### config.mk
export PLATFORM = sky130hd
export DESIGN_NAME = fb_access_ctrl
export DESIGN_NICKNAME = d
export VERILOG_FILES = /design/src/rtl/fb_access_ctrl.sv
export SDC_FILE = /design/constraint.sdc
export NUM_CORES = 1
export LEC_CHECK = 0
export ABC_CLOCK_PERIOD_IN_PS = 2000
export CORE_MARGIN = 5
export CORE_UTILIZATION = 42
export CTS_CLUSTER_DIAMETER = 50
export CTS_CLUSTER_SIZE = 20
export DETAILED_ROUTE_END_ITERATION = 10
export PLACE_DENSITY_LB_ADDON = 0.08
export SYNTH_ARGS = -nofsm -noshare
export SYNTH_HDL_FRONTEND = slang
export SYNTH_SLANG_ARGS = --single-unit
### constraint.sdc
create_clock -name clk -period 2 [get_ports clk]
set_input_delay 0.4 -clock clk [delete_from_list [all_inputs] [get_ports clk]]
set_output_delay 0.4 -clock clk [all_outputs]
set_load 0.01 [all_outputs]
### src/rtl/fb_access_ctrl.sv
// Framebuffer access controller: arbitrates clear engine vs. drawing writes
// and generates the sequential display scan-out read stream.
module fb_access_ctrl #(
  parameter int unsigned         ADDR_W    = 11,
  parameter int unsigned         DATA_W    = 6,
  parameter logic [DATA_W-1:0]   CLEAR_VAL = '0
) (
  input  logic              clk,
  input  logic              rst_n,
  input  logic              clr_start,
  output logic              clr_busy,
  input  logic              wr_req,
  input  logic [ADDR_W-1:0] wr_req_addr,
  input  logic [DATA_W-1:0] wr_req_data,
  output logic              wr_ack,
  input  logic              scan_en,
  output logic [DATA_W-1:0] pix_data,
  output logic              pix_valid,
  output logic              frame_start,
  output logic              fb_wr_en,
  output logic [ADDR_W-1:0] fb_wr_addr,
  output logic [DATA_W-1:0] fb_wr_data,
  output logic [ADDR_W-1:0] fb_rd_addr,
  input  logic [DATA_W-1:0] fb_rd_data
);

  typedef enum logic {
    S_IDLE,
    S_CLEAR
  } state_t;

  state_t            r_state;
  state_t            w_state_nxt;
  logic [ADDR_W-1:0] r_clr_cnt;
  logic [ADDR_W-1:0] w_clr_cnt_nxt;
  logic [ADDR_W-1:0] r_scan_cnt;
  logic [ADDR_W-1:0] r_rd_addr_d;
  logic              r_pix_valid;
  logic              w_wr_en;
  logic              w_wr_ack;
  logic              w_busy;

  always_ff @(posedge clk or negedge rst_n) begin
    if (!rst_n) begin
      r_state   <= S_IDLE;
      r_clr_cnt <= '0;
    end else begin
      r_state   <= w_state_nxt;
      r_clr_cnt <= w_clr_cnt_nxt;
    end
  end

  always_comb begin
    w_state_nxt   = r_state;
    w_clr_cnt_nxt = '0;
    w_busy        = 1'b0;
    w_wr_en       = 1'b0;
    w_wr_ack      = 1'b0;
    fb_wr_addr    = wr_req_addr;
    fb_wr_data    = wr_req_data;
    case (r_state)
      S_IDLE: begin
        w_wr_en  = wr_req;
        w_wr_ack = wr_req;
        if (clr_start) w_state_nxt = S_CLEAR;
      end
      S_CLEAR: begin
        w_busy     = 1'b1;
        w_wr_en    = 1'b1;
        fb_wr_addr = r_clr_cnt;
        fb_wr_data = CLEAR_VAL;
        // A new request mid-clear restarts the sweep from address 0.
        if (clr_start)            w_clr_cnt_nxt = '0;
        else if (r_clr_cnt == '1) w_state_nxt   = S_IDLE;
        else                      w_clr_cnt_nxt = r_clr_cnt + 1'b1;
      end
      default: w_state_nxt = S_IDLE;
    endcase
  end

  // Write strobes are gated by rst_n so reset silences the RAM port at once.
  assign fb_wr_en = w_wr_en  & rst_n;
  assign wr_ack   = w_wr_ack & rst_n;
  assign clr_busy = w_busy;

  always_ff @(posedge clk or negedge rst_n) begin
    if (!rst_n) begin
      r_scan_cnt  <= '0;
      r_rd_addr_d <= '0;
      r_pix_valid <= 1'b0;
    end else begin
      r_pix_valid <= scan_en;
      r_rd_addr_d <= r_scan_cnt;
      if (scan_en) r_scan_cnt <= r_scan_cnt + 1'b1;
    end
  end

  assign fb_rd_addr  = r_scan_cnt;
  assign pix_valid   = r_pix_valid;
  assign pix_data    = fb_rd_data;
  assign frame_start = r_pix_valid && (r_rd_addr_d == '0);

endmodule

Word-level counts from Yosys, hierarchy flattened
Index checks and enable logic that the tools add are counted.
{ "op_classes": {"n_addsub": 2, "n_eq_ne": 1, "n_mux": 12, "bitwise_logic": 3, "reduce_logical": 2} }
{ "op_table": {"columns": ["op", "n"], "rows": [
  ["2-to-1 mux 11 bit", 4],
  ["adder 11 x 1 -> 11 bit, second input constant", 2],
  ["equality test 11 bit, second input constant", 1],
  ["zero test 11 bit", 1],
  ["2-to-1 mux 6 bit", 1],
  ["2-to-1 mux 1 bit", 5],
  ["one-hot mux 1 bit (2 select lines)", 2],
  ["AND 1 bit", 2],
  ["logical AND 1 bit", 1],
  ["inverter 1 bit", 1]
]} }
{ "totals": {"ff_bits": 35, "input_bits": 28, "output_inout_bits": 39, "word_cells": 25} }

Longest topological paths before layout
Gate-level depths: netlist (run 1).
{ "depth": {"depth_word": 4, "depth_mapped": 5, "mapped_depth_nobuf": 5} }

Worst setup path after synthesis (run 1)
No wires, ideal clock.
{ "synth_timing": {"path_type": "reg2out", "start": "register r_state", "end": "output port fb_wr_addr[9]", "arrival_ns": 1.079, "required_time_ns": 1.600, "slack_ns": 0.521, "stages_incl_launch_ff": 3, "n_path_buf": 1, "cell_sequence": "dfrtp_1 clkbuf_1 mux2_2"} }
{ "synth_between": {"elab_chain_cells": 1} }
{ "synth_lines": {"columns": ["item", "line_no", "source"], "rows": [
  ["from (decl)", "32", "state_t r_state;"],
  ["from (signal assigned)", "48", "r_state <= w_state_nxt;"],
  ["2-to-1 mux 11 bit", "61", "case (r_state)"],
  ["to (decl)", "21", "output logic [ADDR_W-1:0] fb_wr_addr,"]
]} }
Every way passes these cells.

Final worst setup path (run 1)
{ "layout_timing": {"start": "input port wr_req", "end": "output port wr_ack"} }
{ "layout_between": {"elab_chain_cells": 2} }
{ "layout_lines": {"columns": ["item", "line_no", "source"], "rows": [
  ["from (decl)", "12", "input logic wr_req,"],
  ["2-to-1 mux 1 bit", "61", null],
  ["AND 1 bit", "83", "assign wr_ack = w_wr_ack & rst_n;"],
  ["to (decl)", "15", "output logic wr_ack,"]
]} }
Every way passes these cells.

==> impl_metrics.py, run 1 <==
metrics = {
    "yosys": {
        "synth_enable_flop_cells": 0,
        "syn_nets": 164,
        "synthTopCellsByCount": "35 x dfrtp_1, 14 x nor2_1, 14 x xnor2_1, 12 x mux2_2, 9 x nand2_1",
        "yosysWarnings": 0,
        "synthTopCellsByArea": "dfrtp_1 55%, mux2_2 8.6%, xnor2_1 7.8%, nor2_1 3.3%, buf_4 2.9%",
        "ys_seq_area_share_pct": 55.42,
        "netlist_instances": 134,
        "synth_top_cell_area_share_pct": 55.42,
        "syn_area_per_cell_um2": 11.79,
        "synth_area_leader_cell": "dfrtp_1",
        "netlist_area_um2": 1580,
        "yosys_most_used_dff": "dfrtp_1",
        "synth_most_common_cell": "dfrtp_1",
        "synth_cell_type_count": 27,
        "synth-seq-cells": 35,
        "async_flop_share_pct": 100.0,
    },
    "floorplan": {
        "die_h_um": 71.34,
        "die_area_um2": 5089,
        "die_w_um": 71.34,
        "core_um2": 3661,
        "ios": 67,
        "start_util_pct": 43.16,
        "row_count": 22,
    },
    "layout": {
        "multi_input_area_um2": 641.9,
        "area_delta_synth_final_pct": 41.96,
        "diodes": 0,
        "nNetsFinal": 221,
        "fillers": 307,
        "final_util_pct": 61.28,
        "drive_gt1_share_pct": 16.15,
        "register_area_um2": 875.8,
    },
    "clocking": {
        "post_cts_buffers": 0,
        "cts_max_level": 2,
        "max-clock-path-buffers": 2,
        "holdBufCountCts": 0,
        "cts_buffers": 5,
        "tritoncts": "yes",
        "cts_sinks": 35,
        "clock_latency_ps": 280,
        "clk_pin_slew_ps": 70,
        "cts-root-buf": "clkbuf_8",
    },
    "setup_path": {
        "r2r-start": "r_clr_cnt[0]$_DFF_PN0_",
        "cpMostUsedCell": "clkdlybuf4s50_1",
        "cp_slowest_cell": "clkdlybuf4s50_1",
        "crit_path_max_fanout": 2,
        "crit_path_end_kind": "output pin",
        "crit_buf_inv": 2,
        "critical_path_class": "primary input to output pin",
        "reg2regPathDepth": 5,
        "slowest_delay_ps": 540,
        "cp_data_arrival_time_ps": 1540,
        "cp_cell_sequence": "clkdlybuf4s50_1, nand2_1, nor2_1, clkdlybuf4s50_1",
        "start_kind": "primary input",
        "crit_family": "buffers and inverters",
        "r2r_setup_slack_ps": 440,
        "critPathRequiredTime_ps": 1600,
        "r2r_end": "r_clr_cnt[2]$_DFF_PN0_",
    },
    "routing": {
        "first_pass_iters": 3,
        "drtIter0Drc": 37,
        "routed_via_density": 4.783,
        "wirelength_um": 3299,
        "wire_per_inst_um": 13.75,
        "final_antenna_net_count": 0,
        "drc": 0,
        "vias": 1148,
    },
    "timing": {
        "tightest_slew_ps": 286.8,
        "holdWs_ps": 284.8,
        "period_needed_ps": 1945,
        "setup_violations": 0,
        "min_period_over_period_pct": 97.25,
        "fmax_mhz": 514.2,
        "maxSlewViolCount": 0,
        "rsz0062_at_grt": "false",
        "fin_skew_ps": 7.442,
        "maxSlewHeadroom_pct": 80.74,
        "hold_viol": 0,
    },
    "placed_design": {
        "finalWeightedCongestion": 0.8110,
        "dp.final_hpwl_um": 2576,
        "numPortBuffers": 54,
    },
    "global_routing": {
        "grt_pass1_wl_um": 5651,
        "grt-ovfl-total": 0,
        "antenna_found_initial": 0,
        "grt_max_degree": 24,
        "grt_pass1_vias": 1220,
        "grt_usage_pct": 13.88,
    },
    "flow_run": {
        "drv_cap": 0,
    },
    "pwr": {
        "ir_drop_mv": 0.7064,
        "powerDensity_nw_per_um2": 824.8,
        "p_leak_uw": 0.001035,
    },
    "hold_path": {
        "hp-class": "primary input to asynchronous set/reset pin",
    },
    "status": {
        "run_status": "finished clean",
    },
}
cell families after synthesis:
group | Yosys count | share of synthesized area, %
AND/OR/NAND/NOR | 51 | 18.05
flip-flops | 35 | 55.42
XOR/XNOR | 19 | 10.53
buffers and inverters | 12 | 4.354
multiplexers | 12 | 8.551
AO/OA/AOI/OAI | 3 | 1.505
adder cells (fa/ha/maj) | 2 | 1.583
layout make-up:
type,count,share of cell area [%]
clock buffer,5,3.067
clock inverter,3,0.8924
inverter,4,0.6693
multi-input combinational,87,28.61
sequential,35,39.04
tap,48,2.677
timing repair buffer,58,25.04
cell usage in the layout (no fill, tap or decap), drive strengths merged:
master          n
clkdlybuf4s50  41
xor2            5
clkbuf          5
dlygate4sd2    13
nor3            1
buf             4
nor4            4
and3            4
mux2           12
clkinv          1
o21a            1
nand2          10
xnor2          14
and4            1
nand2b          1
a21o            2
clkinvlp        2
nand3           6
ha              2
nor2           14
dfrtp          35
nor2b           6
nand4           3
nor4b           1
inv             4
worst max path at each step:
stage                       from       endpoint  slack [ps]  cells past startpoint
2_1_floorplan  r_state$_DFF_PN0_  fb_wr_addr[9]         520                      2
3_3_place_gp               rst_n         wr_ack         -30                      4
3_5_place_dp               rst_n         wr_ack         -30                      4
4_1_cts           wr_req_data[3]  fb_wr_data[3]          50                      3
5_1_grt           wr_req_data[1]  fb_wr_data[1]           8                      3
6_report                  wr_req         wr_ack          60                      4
sequential cells by signal, indices dropped and copies added, names as in the netlist:
signal	flops
fb_rd_addr	11
r_state	1
r_clr_cnt	11
r_rd_addr_d	11
pix_valid	1
layer usage:
layer / vias to the layer above / track usage (%) / share of wire [%]
met4: 0 / 5.010 / 1.2
met1: 556 / 15.52 / 40
met3: 4 / 5.049 / 7.9
met2: 35 / 24.18 / 51
li1: 553 / - / -
met5: - / 0 / 0
per-stage QoR:
stage / std cells / TNS [ps] / setup slack [ps] / area [µm²] / power (µW)
after floorplan: 134 / 0 / 520.7 / 1580 / 1134
after global placement: 232 / -42.09 / -31.04 / 2157 / 1371
after detailed placement: 232 / -40.71 / -31.19 / 2157 / 1383
after CTS: 240 / 0 / 47.39 / 2243 / 1873
after global routing: 240 / 0 / 8.098 / 2243 / 1969
final: 240 / 0 / 55.04 / 2243 / 1850
where the power goes:
| part | switching, µW | total [µW] | internal (µW) | leakage [µW] |
|---|---|---|---|---|
| Sequential | 124 | 970 | 846 | 0.000455 |
| Clock | 247 | 489 | 242 | 0.0000402 |
| Combinational | 144 | 391 | 247 | 0.000539 |
what timing repair did:
item / in CTS / in global routing
setup endpoints to repair: 14 / 0
resized for setup: 16 / 0
endpoints found under the hold margin: 0 / 0
Power figures use the tool's default switching activity.
==> inputs of run 2 (changes only) <==
--- a/config.mk
+++ b/config.mk
@@ -12,6 +12,8 @@
 export CTS_CLUSTER_SIZE = 20
 export DETAILED_ROUTE_END_ITERATION = 10
 export PLACE_DENSITY_LB_ADDON = 0.08
+export SLEW_MARGIN = 20
 export SYNTH_ARGS = -nofsm -noshare
 export SYNTH_HDL_FRONTEND = slang
 export SYNTH_SLANG_ARGS = --single-unit
+export TNS_END_PERCENT = 30
==> run 2 against run 1 <==
- critical path depth unchanged
- total power barely moved
- clock-buffer cell count unchanged
- register-to-register slack about the same
- cell count is the same
- clock skew did not move
- non-clock buffer count stayed put
- global-route usage down 0.15 points
- via count stayed put
- cell area up 0.17%
- routed wire length shrank 0.45%
- largest cell class unchanged
==> impl_metrics.py, run 2 (synthesized netlist as in run 1, its figures left out) <==
metrics = {
    "global_routing": {
        "grt-ovfl-total": 0,
        "antenna_found_initial": 0,
        "grt_usage_pct": 13.73,
        "grt_max_degree": 24,
        "gr-usage-met3_pct": 5.189,
        "top_usage_layer": "met2",
        "use_met2_pct": 23.88,
        "grt_pass1_vias": 1209,
        "grt_use_met1_pct": 15.25,
        "grt_pass1_wl_um": 5575,
    },
    "timing": {
        "hold_viol": 0,
        "fin_skew_ps": 7.442,
        "setup_slack_ps": 54.91,
        "min_period_over_period_pct": 97.25,
        "setup_violations": 0,
        "rsz0062_at_grt": "false",
        "maxSlewViolCount": 0,
        "tightest_slew_ps": 288.5,
        "maxSlewHeadroom_pct": 80.62,
        "fmax_mhz": 514.1,
        "period_needed_ps": 1945,
    },
    "layout": {
        "final_common_cell": "clkdlybuf4s50_1",
        "drive_gt1_share_pct": 16.15,
        "finalInstanceArea_um2": 2247,
        "finalNonFillerCells": 240,
        "area_delta_synth_final_pct": 42.20,
        "final_cell_mix": "41 x clkdlybuf4s50_1, 35 x dfrtp_1, 14 x xnor2_1, 14 x nor2_1",
        "nNetsFinal": 221,
        "diodes": 0,
    },
    "setup_path": {
        "critical_path_class": "primary input to output pin",
        "start_kind": "primary input",
        "cpMostUsedCell": "clkdlybuf4s50_1",
        "cp_cell_sequence": "clkdlybuf4s50_1, nand2_1, nor2_1, clkdlybuf4s50_1",
        "crit_buf_inv": 2,
        "cp_data_arrival_time_ps": 1550,
        "crit_path_end_kind": "output pin",
        "crit_path_max_fanout": 2,
        "cp_slowest_cell": "clkdlybuf4s50_1",
        "critPathRequiredTime_ps": 1600,
        "crit_family": "buffers and inverters",
        "slowest_delay_ps": 540,
    },
    "clocking": {
        "post_cts_buffers": 0,
        "clk_pin_slew_ps": 70,
        "max-clock-path-buffers": 2,
        "cts_max_level": 2,
        "holdBufCountCts": 0,
        "cts-root-buf": "clkbuf_8",
        "tritoncts": "yes",
        "cts_sinks": 35,
        "clock_latency_ps": 280,
        "cts_buffers": 5,
    },
    "pwr": {
        "fin_total_pwr_uw": 1850,
        "powerDensity_nw_per_um2": 823.4,
        "p_leak_uw": 0.001048,
        "ir_drop_mv": 0.7064,
    },
    "placed_design": {
        "placed_area_um2": 2157,
        "dp.final_hpwl_um": 2576,
        "numPortBuffers": 54,
        "dp.cells": 232,
        "finalWeightedCongestion": 0.8110,
        "dp_slack_ps": -31.19,
    },
    "routing": {
        "routed_via_density": 4.783,
        "vias": 1148,
        "final_antenna_net_count": 0,
        "drtIter0Drc": 42,
        "first_pass_iters": 3,
        "drc": 0,
        "wirelength_um": 3284,
        "wire_per_inst_um": 13.68,
    },
    "floorplan": {
        "ios": 67,
        "row_count": 22,
        "die_w_um": 71.34,
        "start_util_pct": 43.16,
        "core_um2": 3661,
        "die_h_um": 71.34,
        "die_area_um2": 5089,
    },
    "flow_run": {
        "drv_cap": 0,
    },
    "status": {
        "run_status": "finished clean",
    },
    "hold_path": {
        "hp-class": "primary input to asynchronous set/reset pin",
    },
}
## run 2: changes by cell type in the layout (fill, tap and decap cells not counted), sizes merged
cell          delta
dlygate4sd2      -1
dlymetal6s2s     +1
## run 2: layer usage
| metal | part of all wire, % | wire, µm | vias to the layer above |
|---|---|---|---|
| met3 | 7.7 | 254 | 4 |
| met5 | 0 | 0 | - |
| met4 | 1.2 | 38 | 0 |
| met1 | 40 | 1318 | 556 |
| met2 | 51 | 1672 | 35 |
| li1 | - | - | 553 |
## run 2: worst paths after layout
kind	endpoint	start	slack (ps)	cells after the start
max reg2reg	r_clr_cnt[2]$_DFF_PN0_	r_clr_cnt[0]$_DFF_PN0_	440	5
min	r_clr_cnt[6]$_DFF_PN0_	rst_n	290	2
max	wr_ack	wr_req	50	4
max in group asynchronous	r_rd_addr_d[10]$_DFF_PN0_	rst_n	1450	2
min in group clk	r_rd_addr_d[10]$_DFF_PN0_	fb_rd_addr[10]$_DFFE_PN0P_	430	0
min reg2reg	r_rd_addr_d[10]$_DFF_PN0_	fb_rd_addr[10]$_DFFE_PN0P_	430	0
## run 2: where the power goes
part / leakage, µW / total, µW / internal (µW) / switching (µW)
logic: 0.000553 / 391 / 247 / 144
clock network: 0.0000402 / 489 / 242 / 247
registers: 0.000455 / 970 / 846 / 124
## run 2: timing repair
item / 4_1_cts / 5_1_grt
pin swaps: 0 / 0
resized for setup: 14 / 2
cloned: 0 / 0
setup endpoints to repair: 14 / 2
endpoints found under the hold margin: 0 / 0
## run 2: layout make-up
class / instances / area (µm²)
Clock inverter: 3 / 20.02
Sequential cell: 35 / 875.8
Multi-Input combinational cell: 87 / 641.9
Timing Repair Buffer: 58 / 565.5
Tap cell: 48 / 60.06
Fill cell: 309 / 1414
Clock buffer: 5 / 68.82
Inverter: 4 / 15.01
## run 2: through the flow
stage          utilization (%)  setup TNS (ps)  hold slack (ps)
2_1_floorplan                -               0            104.4
3_3_place_gp             58.92          -42.09            410.3
3_5_place_dp             58.92          -40.71            418.5
4_1_cts                  61.21          -66.79            274.5
5_1_grt                  61.38               0            304.8
6_report                 61.38               0            287.6
==> inputs of run 3 (changes only) <==
--- a/config.mk
+++ b/config.mk
@@ -6,8 +6,10 @@
 export NUM_CORES = 1
 export LEC_CHECK = 0
 export ABC_CLOCK_PERIOD_IN_PS = 2000
+export CELL_PAD_IN_SITES_DETAIL_PLACEMENT = 0
+export CELL_PAD_IN_SITES_GLOBAL_PLACEMENT = 1
 export CORE_MARGIN = 5
-export CORE_UTILIZATION = 42
+export CORE_UTILIZATION = 32
 export CTS_CLUSTER_DIAMETER = 50
 export CTS_CLUSTER_SIZE = 20
 export DETAILED_ROUTE_END_ITERATION = 10
==> run 3 against run 2 <==
- flip-flop and latch count unchanged
- clock skew fell by 4.8 ps
- highest routed layer unchanged
- maximum frequency fell by 0.21%
- clock-buffer cell count stayed put
- first-iteration DRC count is 71% lower
==> impl_metrics.py, run 3 (synthesized netlist as in run 1, its figures left out) <==
metrics = {
    "clocking": {
        "cts_sinks": 35,
        "max-clock-path-buffers": 2,
        "clk_pin_slew_ps": 70,
        "holdBufCountCts": 0,
        "post_cts_buffers": 0,
        "cts-root-buf": "clkbuf_8",
        "cts_buffers": 5,
        "tritoncts": "yes",
        "clock_latency_ps": 280,
        "cts_max_level": 2,
    },
    "pwr": {
        "ir_drop_mv": 0.6351,
        "power_frac_comb_pct": 21.3,
        "powerDensity_nw_per_um2": 809.0,
        "internal_power_uw": 1337,
        "p_leak_uw": 0.001194,
        "p_seq_share_pct": 52.2,
        "clock_power_share_pct": 26.5,
        "power.switching_uw": 526.5,
        "p_sw_share_pct": 28.25,
    },
    "global_routing": {
        "grt_pass1_vias": 1213,
        "grt-ovfl-total": 0,
        "grt_max_degree": 36,
        "grt_usage_pct": 12.11,
        "grt_pass1_wl_um": 6030,
        "antenna_found_initial": 0,
    },
    "setup_path": {
        "startpoint": "wr_req",
        "critPathRequiredTime_ps": 1600,
        "critical_path_class": "primary input to output pin",
        "start_kind": "primary input",
        "crit_end": "wr_ack",
        "crit_path_max_fanout": 2,
        "r2r_end": "r_clr_cnt[4]$_DFF_PN0_",
        "reg2regPathDepth": 5,
        "r2r_setup_slack_ps": 430,
        "r2r-start": "r_clr_cnt[0]$_DFF_PN0_",
        "crit_path_end_kind": "output pin",
        "cp_data_arrival_time_ps": 1550,
    },
    "floorplan": {
        "ios": 67,
        "start_util_pct": 33.24,
        "die_area_um2": 6444,
        "row_count": 25,
        "core_um2": 4755,
        "die_w_um": 80.28,
        "die_h_um": 80.28,
    },
    "routing": {
        "final_antenna_net_count": 0,
        "drc": 0,
        "routed_via_density": 4.380,
        "first_pass_iters": 2,
        "vias": 1130,
        "wire_per_inst_um": 13.39,
        "wirelength_um": 3455,
        "drtIter0Drc": 12,
    },
    "layout": {
        "nNetsFinal": 220,
        "diodes": 0,
        "final_common_cell": "clkdlybuf4s50_1",
        "final_cell_mix": "40 x clkdlybuf4s50_1, 35 x dfrtp_1, 14 x xnor2_1, 14 x nor2_1",
        "finalInstanceArea_um2": 2303,
        "drive_gt1_share_pct": 15.71,
        "area_delta_synth_final_pct": 45.76,
        "fillers": 440,
    },
    "status": {
        "run_status": "finished clean",
    },
    "timing": {
        "maxSlewHeadroom_pct": 70.76,
        "maxSlewViolCount": 0,
        "min_period_over_period_pct": 97.46,
        "fmax_mhz": 513.0,
        "setup_violations": 0,
        "fin_skew_ps": 2.647,
        "tightest_slew_ps": 438.6,
        "holdWs_ps": 366.9,
        "period_needed_ps": 1949,
        "hold_viol": 0,
    },
    "placed_design": {
        "placed_area_um2": 2173,
        "dp.final_hpwl_um": 2624,
        "finalWeightedCongestion": 0.7224,
        "numPortBuffers": 54,
    },
    "flow_run": {
        "drv_cap": 0,
    },
    "hold_path": {
        "hp-class": "primary input to asynchronous set/reset pin",
    },
}
run 3: cell count changes in the layout (fill, tap and decap cells not counted), sizes merged:
cell | previous run | this run
dlymetal6s2s | 1 | 12
dlygate4sd2 | 12 | 2
clkdlybuf4s50 | 41 | 40
buf | 4 | 3
run 3: worst min-delay path by stage:
stage	endpoint
2_1_floorplan	fb_rd_addr[0]$_DFFE_PN0P_
3_3_place_gp	r_rd_addr_d[10]$_DFF_PN0_
3_5_place_dp	r_rd_addr_d[10]$_DFF_PN0_
4_1_cts	r_state$_DFF_PN0_
5_1_grt	r_state$_DFF_PN0_
6_report	r_state$_DFF_PN0_
run 3: through the flow:
stage	util (%)	setup TNS [ps]	total power (µW)	worst slack, ps	cells
after floorplan	-	0	1134	520.7	134
after global placement	45.71	-32.37	1375	-24.12	250
after detailed placement	45.71	-57.42	1390	-33.46	250
after CTS	47.66	-759.7	1902	-82.40	258
after global routing	48.45	-6.937	1988	-6.937	258
final	48.45	0	1864	50.83	258
run 3: final cells by class:
cell class	instances	area, µm²	area share (%)
Clock buffer	5	68.82	2.988
Clock inverter	3	20.02	0.8691
Inverter	4	15.01	0.6518
Multi-Input combinational cell	87	641.9	27.87
Sequential cell	35	875.8	38.02
Tap cell	67	83.83	3.639
Timing Repair Buffer	57	598.1	25.96
run 3: metal layers:
layer  track usage, %  wire length [µm]  part of all wire [%]  up-vias
met2            20.61              1767                    51       31
met4            4.054                15                  0.43        0
met5                0                 0                     0        -
met1            13.98              1434                    42      545
met3            4.484               237                   6.9        2
li1                 -                 -                     -      552
run 3: power by group through the flow:
stage | Clock, µW | Sequential, µW | Combinational, µW
after floorplan | 0 | 987 | 146
after global placement | 0 | 981 | 395
after detailed placement | 0 | 987 | 403
after CTS | 515 | 977 | 409
after global routing | 553 | 998 | 438
final | 494 | 972 | 397
run 3: worst max-delay path, cell delays in order:
cell and delay [ps]:
clkdlybuf4s50_1 480, nand2_1 50, nor2_1 80, clkdlybuf4s50_1 540
run 3: what timing repair did:
item / 4_1_cts / 5_1_grt
setup endpoints to repair: 14 / 13
cloned: 0 / 0
gates resized for setup: 3 / 14
hold endpoints to repair: 0 / 0
